<file path="src/rtl/logic_gate_unit_if.sv">
// logic_gate_unit_if: stream bundle for the logic_gate_unit stage.
//   Producer side : in_valid, in_ready, op, acc_mode, a, b
//   Consumer side : out_valid, out_ready, s, zero, ones, parity
//   master modport: the environment that drives operands and accepts results
//   slave modport : the logic unit itself
interface logic_gate_unit_if #(
  parameter int WIDTH = 8
);
  logic             in_valid;
  logic             in_ready;
  logic [2:0]       op;
  logic             acc_mode;
  logic [WIDTH-1:0] a;
  logic [WIDTH-1:0] b;
  logic             out_valid;
  logic             out_ready;
  logic [WIDTH-1:0] s;
  logic             zero;
  logic             ones;
  logic             parity;

  modport master (
    output in_valid, op, acc_mode, a, b, out_ready,
    input  in_ready, out_valid, s, zero, ones, parity
  );

  modport slave (
    input  in_valid, op, acc_mode, a, b, out_ready,
    output in_ready, out_valid, s, zero, ones, parity
  );
endinterface

</file>
<file path="src/rtl/logic_gate_unit.sv">
// logic_gate_unit: registered WIDTH-bit bitwise logic stage, one beat deep.
//   clk   : rising-edge clock
//   rst_n : synchronous active-low reset
//   bus   : logic_gate_unit_if.slave
//           in_valid/in_ready handshake carries op, acc_mode, a, b;
//           out_valid/out_ready handshake carries s and the zero/ones/parity flags.
// The left operand is either a or the internal accumulator, which always
// captures the last accepted result so successive beats can chain reductions.
module logic_gate_unit #(
  parameter int WIDTH = 8
) (
  input  logic                clk,
  input  logic                rst_n,
  logic_gate_unit_if.slave    bus
);

  // Bitwise operation selected by op.
  function automatic logic [WIDTH-1:0] gate_f(
    input logic [2:0]       op_i,
    input logic [WIDTH-1:0] l_i,
    input logic [WIDTH-1:0] r_i
  );
    logic [WIDTH-1:0] res;
    case (op_i)
      3'd0:    res = l_i & r_i;
      3'd1:    res = l_i | r_i;
      3'd2:    res = l_i ^ r_i;
      3'd3:    res = ~(l_i & r_i);
      3'd4:    res = ~(l_i | r_i);
      3'd5:    res = ~(l_i ^ r_i);
      3'd6:    res = l_i & ~r_i;
      3'd7:    res = l_i;
      default: res = l_i;
    endcase
    return res;
  endfunction

  // Odd-parity indicator: 1 when the word has an odd number of ones.
  function automatic logic parity_f(input logic [WIDTH-1:0] v_i);
    return ^v_i;
  endfunction

  logic [WIDTH-1:0] s_q, s_d;
  logic [WIDTH-1:0] acc_q, acc_d;
  logic             out_valid_q, out_valid_d;
  logic             zero_q, zero_d;
  logic             ones_q, ones_d;
  logic             parity_q, parity_d;

  logic             in_ready_s;
  logic             accept_s;
  logic [WIDTH-1:0] left_s;
  logic [WIDTH-1:0] result_s;

  // Handshake decode, operand select and next-state computation.
  always_comb begin
    s_d         = s_q;
    acc_d       = acc_q;
    out_valid_d = out_valid_q;
    zero_d      = zero_q;
    ones_d      = ones_q;
    parity_d    = parity_q;

    // Space is available when the output slot is empty or drains this cycle.
    in_ready_s = !out_valid_q || bus.out_ready;
    accept_s   = bus.in_valid && in_ready_s;
    left_s     = bus.acc_mode ? acc_q : bus.a;
    result_s   = gate_f(bus.op, left_s, bus.b);

    if (accept_s) begin
      // A new beat wins over a simultaneous drain, keeping out_valid high.
      s_d         = result_s;
      acc_d       = result_s;
      out_valid_d = 1'b1;
      zero_d      = (result_s == {WIDTH{1'b0}});
      ones_d      = &result_s;
      parity_d    = parity_f(result_s);
    end else if (out_valid_q && bus.out_ready) begin
      out_valid_d = 1'b0;
    end else begin
      out_valid_d = out_valid_q;
    end
  end

  // State registers; reset drops any pending result and clears the accumulator.
  always_ff @(posedge clk) begin
    if (!rst_n) begin
      s_q         <= {WIDTH{1'b0}};
      acc_q       <= {WIDTH{1'b0}};
      out_valid_q <= 1'b0;
      zero_q      <= 1'b0;
      ones_q      <= 1'b0;
      parity_q    <= 1'b0;
    end else begin
      s_q         <= s_d;
      acc_q       <= acc_d;
      out_valid_q <= out_valid_d;
      zero_q      <= zero_d;
      ones_q      <= ones_d;
      parity_q    <= parity_d;
    end
  end

  assign bus.in_ready  = in_ready_s;
  assign bus.out_valid = out_valid_q;
  assign bus.s         = s_q;
  assign bus.zero      = zero_q;
  assign bus.ones      = ones_q;
  assign bus.parity    = parity_q;

endmodule
</file>
<file path="src/flat_wrapper.sv">
// flat-port wrapper written by rule: the top's interface ports become plain ports
module logic_gate_unit_flat 
#(
  parameter int WIDTH = 8
)
  (clk, rst_n, bus_in_valid, bus_op, bus_acc_mode, bus_a, bus_b, bus_out_ready, bus_in_ready, bus_out_valid, bus_s, bus_zero, bus_ones, bus_parity);
  logic_gate_unit_if #(.WIDTH(WIDTH)) bus_i ();
  input  logic clk;
  input  logic rst_n;
  input wire logic [$bits(bus_i.in_valid)-1:0] bus_in_valid;
  input wire logic [$bits(bus_i.op)-1:0] bus_op;
  input wire logic [$bits(bus_i.acc_mode)-1:0] bus_acc_mode;
  input wire logic [$bits(bus_i.a)-1:0] bus_a;
  input wire logic [$bits(bus_i.b)-1:0] bus_b;
  input wire logic [$bits(bus_i.out_ready)-1:0] bus_out_ready;
  output wire logic [$bits(bus_i.in_ready)-1:0] bus_in_ready;
  output wire logic [$bits(bus_i.out_valid)-1:0] bus_out_valid;
  output wire logic [$bits(bus_i.s)-1:0] bus_s;
  output wire logic [$bits(bus_i.zero)-1:0] bus_zero;
  output wire logic [$bits(bus_i.ones)-1:0] bus_ones;
  output wire logic [$bits(bus_i.parity)-1:0] bus_parity;
  assign bus_i.in_valid = bus_in_valid;
  assign bus_i.op = bus_op;
  assign bus_i.acc_mode = bus_acc_mode;
  assign bus_i.a = bus_a;
  assign bus_i.b = bus_b;
  assign bus_i.out_ready = bus_out_ready;
  assign bus_in_ready = bus_i.in_ready;
  assign bus_out_valid = bus_i.out_valid;
  assign bus_s = bus_i.s;
  assign bus_zero = bus_i.zero;
  assign bus_ones = bus_i.ones;
  assign bus_parity = bus_i.parity;
  logic_gate_unit #(.WIDTH(WIDTH)) u_core (.clk(clk), .rst_n(rst_n), .bus(bus_i));
endmodule
</file>
<file path="config.mk">
export PLATFORM = sky130hd
export DESIGN_NAME = logic_gate_unit_flat
export DESIGN_NICKNAME = d
export VERILOG_FILES = /design/src/rtl/logic_gate_unit_if.sv /design/src/rtl/logic_gate_unit.sv /design/src/flat_wrapper.sv
export SDC_FILE = /design/constraint.sdc
export NUM_CORES = 1
export LEC_CHECK = 0
export ABC_CLOCK_PERIOD_IN_PS = 2700
export CORE_ASPECT_RATIO = 1.2
export CORE_MARGIN = 5
export CORE_UTILIZATION = 25
export DETAILED_ROUTE_END_ITERATION = 7
export DONT_BUFFER_PORTS = 1
export PLACE_DENSITY = 0.39
export SYNTH_ARGS = -nofsm -noshare
export SYNTH_HDL_FRONTEND = slang
export SYNTH_SLANG_ARGS = --single-unit
</file>
<file path="constraint.sdc">
create_clock -name clk -period 2.7 [get_ports clk]
set_input_delay 0.135 -clock clk [delete_from_list [all_inputs] [get_ports clk]]
set_output_delay 0.135 -clock clk [all_outputs]
set_load 0.01 [all_outputs]
</file>
==> results of run 1 <==
-- through the flow --
| step | std cells | power, µW | utilization, % |
|---|---|---|---|
| finish | 306 | 676 | 26.8 |
| global route | 306 | 735 | 26.8 |
| CTS | 306 | 689 | 26.7 |
| detailed placement | 303 | 511 | 26.1 |
| global placement | 303 | 512 | 26.1 |
| floorplan | 217 | 470 | - |
-- power by group through the flow --
stage          Clock, µW  Combinational, µW  Sequential [µW]
2_1_floorplan          0                256              214
3_5_place_dp           0                301              210
3_3_place_gp           0                302              210
5_1_grt              186                341              209
4_1_cts              180                302              206
6_report             171                298              206
-- flip-flops by register name, indices dropped and copies added (netlist names) --
name and flops:
u_core.bus.zero 1, u_core.bus.parity 1, u_core.bus.out_valid 1, u_core.bus.s 8, u_core.bus.ones 1
-- synthesized netlist by cell type, drive strengths merged (2+ instances only) --
cell type  count  area share [%]
ha            32              22
nor2          19             4.1
nand3          8             2.2
or2            8             2.8
clkbuf         2            0.42
xnor2          3             1.5
and4           2            0.97
mux2i         10             6.4
inv           19             3.9
nor3           2            0.55
a211oi         9             4.6
nor2b          2            0.69
a21boi         3             1.2
mux2           3             2.1
a21oi         11             3.0
nand2         11             2.4
dfxtp         12              13
buf            9             5.5
o31ai          6             2.8
nand2b        13             4.6
o22ai          6             2.4
o21ai         13             3.6
-- layer usage --
layer	global-route usage (%)	routed length (µm)	share of wire, %	vias up
met5	0	0	0	-
met4	2.48	19	0.40	0
met3	2.56	300	6.3	2
met2	19.5	2420	51	29
met1	12.9	2040	43	666
li1	-	-	-	766
-- logic make-up (layout without fill, tap and decap cells) --
| group | Yosys count | count (layout) | synth area share, % |
|---|---|---|---|
| buffers and inverters | 30 | 29 | 9.83 |
| DFF | 12 | 12 | 13.3 |
| xor gates and xnor gates | 3 | 3 | 1.45 |
| and+or+nand+nor | 72 | 72 | 22.2 |
| AOI/OAI and AO/OA | 55 | 55 | 22.5 |
| adders and majority gates | 32 | 32 | 22.2 |
| muxes | 13 | 13 | 8.52 |
-- final timing paths --
path	start	cells after the start	slack (ns)	endpoint
max	u_core.bus.s[2]$_SDFFE_PN0P_	12	0.18	u_core.bus.parity$_SDFFE_PN0P_
min	bus_in_valid	2	0.02	u_core.bus.out_valid$_SDFFE_PN0P_
max reg2reg	u_core.bus.s[2]$_SDFFE_PN0P_	12	0.18	u_core.bus.parity$_SDFFE_PN0P_
min reg2reg	u_core.bus.ones$_SDFFE_PN0P_	2	0.51	u_core.bus.ones$_SDFFE_PN0P_
-- worst max-delay path: stages (launching register included) --
cell and delay (ns):
dfxtp_1 0.32, mux2i_2 0.22, inv_1 0.09, ha_1 0.21
mux2_2 0.26, o21ai_0 0.21, a211oi_1 0.10, nand2b_1 0.16
ha_1 0.30, xnor2_1 0.21, xnor2_1 0.14, nand2_1 0.06
o211a_1 0.12
-- repair_timing --
item / 4_1_cts / 5_1_grt
gates resized for setup: 0 / 2
hold buffers: 0 / 0
endpoints found under the setup margin: 0 / 1
setup buffers: 0 / 0
-- cell type report --
cell class,instances,area [µm²]
tap,90,113
fill,812,5230
multi-input combinational,175,1400
clock buffer,3,41.3
inverter,19,71.3
timing repair buffer,7,52.6
sequential,12,240
==> out/qor.yml, run 1 <==
outcome:
  status: "completed"
timing:
  fin_setup_tns_ns: 0
  drv_slew: 0
  finalHoldViolations: 0
  period_minus_slack_ns: 2.52
  layout_setup_ws_ns: 0.180
  clock_skew_ns: 0.0110
  max_slew_margin_pct: 71.4
  min_period_over_period_pct: 93.3
  tightest_slew_ns: 0.429
  max_freq_mhz: 397
  rsz0062_at_grt: "false"
  setup_viol: 0
  timing.hold.ws_ns: 0.0183
final_layout:
  syn_to_final_growth_pct: 5.96
  final_cell_mix: "32 x ha_1, 18 x nor2_1, 17 x inv_1"
  final_cell_area_mm2: 0.00191
  final_common_cell: "ha_1"
  n_antenna_cell: 0
  drive_above_1_share_pct: 14.8
  layout.nets: 274
floorplan:
  core-area_mm2: 0.00715
  fp.dieH_um: 103
  rows: 34
  io-pin-count: 37
  die_area_mm2: 0.00903
  start_util_pct: 25.3
  die_w_um: 87.6
setup_path:
  worstSetupPathType: "reg -> reg"
  end_kind: "register"
  critPathLaunchType: "register"
  crit_arrival_ns: 2.65
  crit_fanout: 3
  crit_required_ns: 2.83
power:
  p_leak_uw: 0.000851
  clock_power_share_pct: 25.4
  power_frac_seq_pct: 30.5
  intPower_uw: 434
  peakVddDrop_mv: 0.142
  p_per_area_mw_per_mm2: 353
  switching_share_pct: 35.8
  combinationalPowerShare_pct: 44.2
  switchingPower_uw: 242
synth:
  avgSynthCellArea_um2: 8.33
  yosysWarnings: 0
  yosysSeqAreaShare_pct: 13.3
  synth_edf_count: 0
  syn_area_mm2: 0.00181
  async_flop_share_pct: 0
  ys_seq_elements: 12
  synth.net_count: 273
  synth_cells: 217
  synth_cell_type_count: 50
  dominantRegCellSynth: "dfxtp_1"
placed_design:
  place_congestion: 0.738
  dp_hpwl_mm: 3.80
  port_buffers: 0
  place_ws_ns: 0.146
  placed_area_mm2: 0.00187
job:
  cap_viol_max_count: 0
min_path:
  hold_class: "in -> reg"
detailed_routing:
  drtAntennaViolNets: 0
  drt_wl_total_mm: 4.78
  wl_per_cell_um: 15.6
  drc: 0
  dr.pass1.iters: 4
  drt-initial-drc-count: 46
  dr_total_vias: 1463
  via_per_inst: 4.78
global_routing:
  grt_start_max_net_pins: 38
  antenna_found_initial: 0
  grt_pass1_wl_mm: 7.62
  grt_pass1_vias: 1534
  grt.overflow.total: 0
  grt_util_all_layers_pct: 10.8
clock_network:
  clkLatencyLatePin_ns: 0.25
  cts_max_path_buffers: 2
  numCtsBuffers: 3
  htree_num_levels: 1
  clock-sinks: 12
  root_buffer: "clkbuf_8"
  cts_tree: "built"
  path_clk_slew_ns: 0.06
Power figures use the tool's default switching activity.
==> inputs of run 2 (changes only) <==
ABC_CLOCK_PERIOD_IN_PS = 3260   (was 2700)
CELL_PAD_IN_SITES_DETAIL_PLACEMENT = 1   (was unset)
CELL_PAD_IN_SITES_GLOBAL_PLACEMENT = 2   (was unset)
PLACE_DENSITY = 0.58   (was 0.39)
clock period = 3.26 ns   (was 2.7 ns; I/O delays follow)
==> run 2 against run 1 <==
  * Largest power group unchanged
  * Highest routed layer unchanged
  * Critical path type unchanged
  * Register-to-register slack gained 0.41 ns
  * Critical endpoint unchanged
  * Cell area shrank 2.4%
  * Wire length grew 5.0%
==> out/qor.yml, run 2 (synthesis results as in run 1) <==
global_routing:
  grt.overflow.total: 0
  grt_util_all_layers_pct: 11.4
  antenna_found_initial: 0
  grt_pass1_wl_mm: 7.90
  grt_start_max_net_pins: 38
  grt_pass1_vias: 1563
floorplan:
  start_util_pct: 25.3
  die_area_mm2: 0.00903
  core-area_mm2: 0.00715
  fp.dieH_um: 103
  die_w_um: 87.6
  rows: 34
  io-pin-count: 37
timing:
  tightest_slew_ns: 0.418
  rsz0062_at_grt: "false"
  max_slew_margin_pct: 72.0
  finalHoldViolations: 0
  clock_skew_ns: 0.00168
  timing.hold.ws_ns: 0.0431
  max_freq_mhz: 374
  drv_slew: 0
  period_minus_slack_ns: 2.67
  min_period_over_period_pct: 82.0
  fin_setup_tns_ns: 0
  setup_viol: 0
setup_path:
  crit_fanout: 3
  slowest_delay_ns: 0.36
  critPathLaunchType: "register"
  crit_arrival_ns: 2.82
  worstSetupPathType: "reg -> reg"
  crit_chain: "mux2i_1, inv_1, ha_1, mux2_2, o21ai_0, a211oi_1, nand2b_1, ha_1, xnor2_1, xnor2_1, nand2_1, o211a_1"
  end_kind: "register"
  crit_required_ns: 3.40
  slowest_stage: "dfxtp_1"
final_layout:
  syn_to_final_growth_pct: 3.39
  layout.nets: 267
  final_cell_mix: "32 x ha_1, 18 x nor2_1, 17 x inv_1"
  fill_cells: 877
  largest_reg_flops: 8
  final_common_cell: "ha_1"
  n_antenna_cell: 0
  drive_above_1_share_pct: 11.4
clock_network:
  clkLatencyLatePin_ns: 0.25
  root_buffer: "clkbuf_8"
  numCtsBuffers: 3
  cts_tree: "built"
  cts_resized: 0
  path_clk_slew_ns: 0.06
  cts_max_path_buffers: 2
  clock-sinks: 12
  ctsHoldBuffers: 0
  cts_setup_buffers: 0
  htree_num_levels: 1
detailed_routing:
  drtAntennaViolNets: 0
  dr.pass1.iters: 4
  wl_per_cell_um: 16.7
  wl_met3_um: 236
  drt-initial-drc-count: 36
  wl_met1_mm: 2.30
  via_per_inst: 4.96
  drt_wl_total_mm: 5.02
  dr_total_vias: 1489
  top_layer_used: "met4"
  drc: 0
  dr_wl_met2_mm: 2.43
outcome:
  status: "completed"
power:
  peakVddDrop_mv: 0.155
  p_per_area_mw_per_mm2: 309
  p_leak_uw: 0.000824
placed_design:
  place_congestion: 0.714
  dp_hpwl_mm: 3.94
  port_buffers: 0
min_path:
  hold_class: "in -> reg"
job:
  cap_viol_max_count: 0
-- run 2: cell count changes in the layout (fill, tap and decap cells not counted) --
cell / delta
mux2i_1: +2
clkbuf_8: +1
buf_4: -7
mux2i_2: -2
-- run 2: cell type report --
cell class	instances	area, µm²	share of cell area (%)
multi-input combinational	175	1390	74.3
sequential	12	240	12.9
tap	90	113	6.03
inverter	19	71.3	3.82
clock buffer	4	55.1	2.95
-- run 2: power by group --
part	total, µW	internal [µW]	switching [µW]
sequential	178	160	18.9
clock	173	107	66.3
combinational	226	107	119
-- run 2: routing by layer --
metal | GRT usage, % | vias up
met5 | 0 | -
met1 | 14.3 | 712
li1 | - | 745
met2 | 20.5 | 27
met4 | 2.83 | 0
met3 | 1.60 | 5
-- run 2: critical path, delay by kind of cell, from the launching register on --
family / cells / cell delay, ns
buffers and inverters: 1 / 0.12
muxes: 2 / 0.54
DFF: 1 / 0.36
and+or+nand+nor: 2 / 0.23
AOI/OAI and AO/OA: 3 / 0.48
xor gates and xnor gates: 2 / 0.34
adders and majority gates: 2 / 0.51
-- run 2: per-stage QoR --
step	instances	utilization, %	power (µW)	setup slack (ns)	instance area, µm²
finish	300	26.1	578	0.588	1870
global route	300	26.1	625	0.333	1870
CTS	300	26.1	591	0.546	1870
detailed placement	296	25.4	415	0.562	1810
global placement	296	25.4	414	0.626	1810
floorplan	217	-	389	0.801	1810
-- run 2: final timing paths --
check | slack [ns] | cells after the start | startpoint | end
max | 0.59 | 12 | u_core.bus.s[2]$_SDFFE_PN0P_ | u_core.bus.parity$_SDFFE_PN0P_
min | 0.04 | 1 | rst_n | u_core.bus.parity$_SDFFE_PN0P_
max reg2reg | 0.59 | 12 | u_core.bus.s[2]$_SDFFE_PN0P_ | u_core.bus.parity$_SDFFE_PN0P_
min reg2reg | 0.51 | 2 | u_core.bus.zero$_SDFFE_PN0P_ | u_core.bus.zero$_SDFFE_PN0P_
==> inputs of run 3 (changes only) <==
ABC_AREA = 1   (was unset)
ABC_CLOCK_PERIOD_IN_PS = 2100   (was 3260)
PLACE_DENSITY = 0.67   (was 0.58)
clock period = 2.1 ns   (was 3.26 ns; I/O delays follow)
==> run 3 against run 2 <==
  * Worst hold slack better by 0.044 ns
  * Non-clock buffer count rose by 65
  * Largest cell class unchanged
  * Setup slack got worse by 0.53 ns
  * Clock power rose by 49%
  * Sequential power rose by 53%
  * Critical path depth increased by 3
  * First-iteration DRC count up 89%
  * Core utilization up 13 points
  * Cell area is 52% higher
  * Synthesized cell count rose by 44%
  * Synthesized area grew 3.2%
  * Global-route usage is 2.8 points higher
==> out/qor.yml, run 3 <==
detailed_routing:
  via_per_inst: 4.54
  drt-initial-drc-count: 68
  dr_total_vias: 2106
  drtAntennaViolNets: 0
  dr.pass1.iters: 5
  drc: 0
  drt_wl_total_mm: 6.81
  wl_per_cell_um: 14.7
power:
  peakVddDrop_mv: 0.458
  p_per_area_mw_per_mm2: 433
  p_leak_uw: 0.00150
floorplan:
  die_w_um: 88.8
  start_util_pct: 25.6
  fp.dieH_um: 105
  rows: 34
  io-pin-count: 37
  die_area_mm2: 0.00929
  core-area_mm2: 0.00727
synth:
  synth.net_count: 369
  netlist_top_cells_count: "83 x nand2_1, 68 x inv_1, 43 x nor2_1"
  syn_area_mm2: 0.00186
  synth_top_area_share_pct: 21.5
  avgSynthCellArea_um2: 5.96
  dominantRegCellSynth: "dfxtp_1"
  synth_cells: 313
  ys_seq_elements: 12
  synth_most_common_cell: "nand2_1"
  synth_top_area_cell: "ha_1"
  synth_edf_count: 0
  async_flop_share_pct: 0
  yosysSeqAreaShare_pct: 12.9
  yosysWarnings: 0
  synth_cell_type_count: 21
  synthTopCellsByArea: "ha_1 21%, nand2_1 17%, inv_1 14%"
clock_network:
  clkLatencyLatePin_ns: 0.25
  cts_max_path_buffers: 2
  path_clk_slew_ns: 0.06
  htree_num_levels: 1
  root_buffer: "clkbuf_8"
  cts_tree: "built"
  clock-sinks: 12
  numCtsBuffers: 3
timing:
  fin_setup_tns_ns: 0
  max_freq_mhz: 490
  period_minus_slack_ns: 2.04
  clock_skew_ns: 0.00412
  timing.hold.ws_ns: 0.0870
  tightest_slew_ns: 0.322
  drv_slew: 0
  finalHoldViolations: 0
  max_slew_margin_pct: 78.4
  setup_viol: 0
  min_period_over_period_pct: 97.3
setup_path:
  critPathLaunchType: "register"
  crit_required_ns: 2.24
  slowest_stage: "dfxtp_2"
  crit_fanout: 2
  crit_arrival_ns: 2.18
  worstSetupPathType: "reg -> reg"
  cp_top_family: "simple AND/OR/NAND/NOR gates"
  crit_buf_inv: 4
  crit_chain: "nand2_1, nand2_2, inv_2, ha_4, inv_1, nand3_2, nand2_2, nor2_2, nand3_2, inv_2, ha_4, xor2_2, xnor2_1, o21ai_1, inv_1"
  end_kind: "register"
  slowest_delay_ns: 0.32
  rrSetupSlack_ns: 0.06
global_routing:
  grt_pass1_vias: 2158
  met3_usage_pct: 2.60
  grt.overflow.total: 0
  grt-busiest-layer: "met2"
  antenna_found_initial: 0
  grt_util_met1_pct: 17.7
  grt_util_all_layers_pct: 14.3
  grt_pass1_wl_mm: 10.5
  grt_start_max_net_pins: 21
  met2_usage_pct: 24.9
final_layout:
  layout.nets: 431
  syn_to_final_growth_pct: 51.8
  fill_cells: 935
  final_cell_area_mm2: 0.00283
  drive_above_1_share_pct: 44.1
  final_cell_mix: "67 x nand2_1, 61 x buf_4, 53 x inv_1"
  n_antenna_cell: 0
  largest_reg_flops: 8
  final_common_cell: "nand2_1"
placed_design:
  dp_hpwl_mm: 4.97
  place_congestion: 0.794
  port_buffers: 0
  placed_area_mm2: 0.00221
min_path:
  hold_class: "in -> reg"
outcome:
  status: "completed"
job:
  cap_viol_max_count: 0
## run 3: worst paths after layout
| check | from | endpoint | depth (start not counted) |
|---|---|---|---|
| setup / recovery | u_core.bus.s[0]$_SDFFE_PN0P_ | u_core.bus.parity$_SDFFE_PN0P_ | 15 |
| hold / removal | bus_in_valid | u_core.bus.out_valid$_SDFFE_PN0P_ | 2 |
| setup reg to reg | u_core.bus.s[0]$_SDFFE_PN0P_ | u_core.bus.parity$_SDFFE_PN0P_ | 15 |
| hold reg to reg | u_core.bus.ones$_SDFFE_PN0P_ | u_core.bus.ones$_SDFFE_PN0P_ | 2 |
## run 3: final cells by class
type / count / area (µm²) / area share [%]
tap: 90 / 113 / 3.98
sequential: 12 / 250 / 8.84
clock buffer: 4 / 55.1 / 1.95
timing repair buffer: 65 / 502 / 17.7
multi-input combinational: 222 / 1640 / 58.1
inverter: 71 / 267 / 9.42
## run 3: what timing repair did
item                                    CTS  global route
pin swaps                                14            31
buffers inserted                         14            11
endpoints found under the setup margin    1             1
resized for setup                        38            53
hold buffers                              1             0
hold endpoints to repair                  2             0
## run 3: logic make-up (layout without fill, tap and decap cells)
group / count (synthesis) / count (layout) / synth area share, %
flip-flops: 12 / 12 / 12.9
adder cells (fa/ha/maj): 32 / 32 / 21.5
AO/OA/AOI/OAI: 6 / 6 / 1.61
AND/OR/NAND/NOR: 181 / 181 / 45.0
buffers and inverters: 79 / 140 / 17.6
XOR/XNOR: 3 / 3 / 1.41
## run 3: where the power goes
part	switching [µW]	internal, µW	total, µW
Sequential	17.7	254	272
Combinational	348	348	696
Clock	91.3	166	257
## run 3: through the flow
step	worst slack, ns	total power (µW)	cells	utilization (%)
CTS	0.0000999	1130	453	34.7
floorplan	0.0196	585	313	-
detailed placement	-0.0997	747	434	30.4
global route	-0.0351	1320	464	38.9
global placement	-0.0495	734	434	30.4
finish	0.0574	1230	464	38.9
## run 3: layer usage
layer	routed length [µm]	vias to the layer above
met3	261	14
met2	3450	40
met4	157	0
met5	0	-
li1	-	1070
met1	2940	982
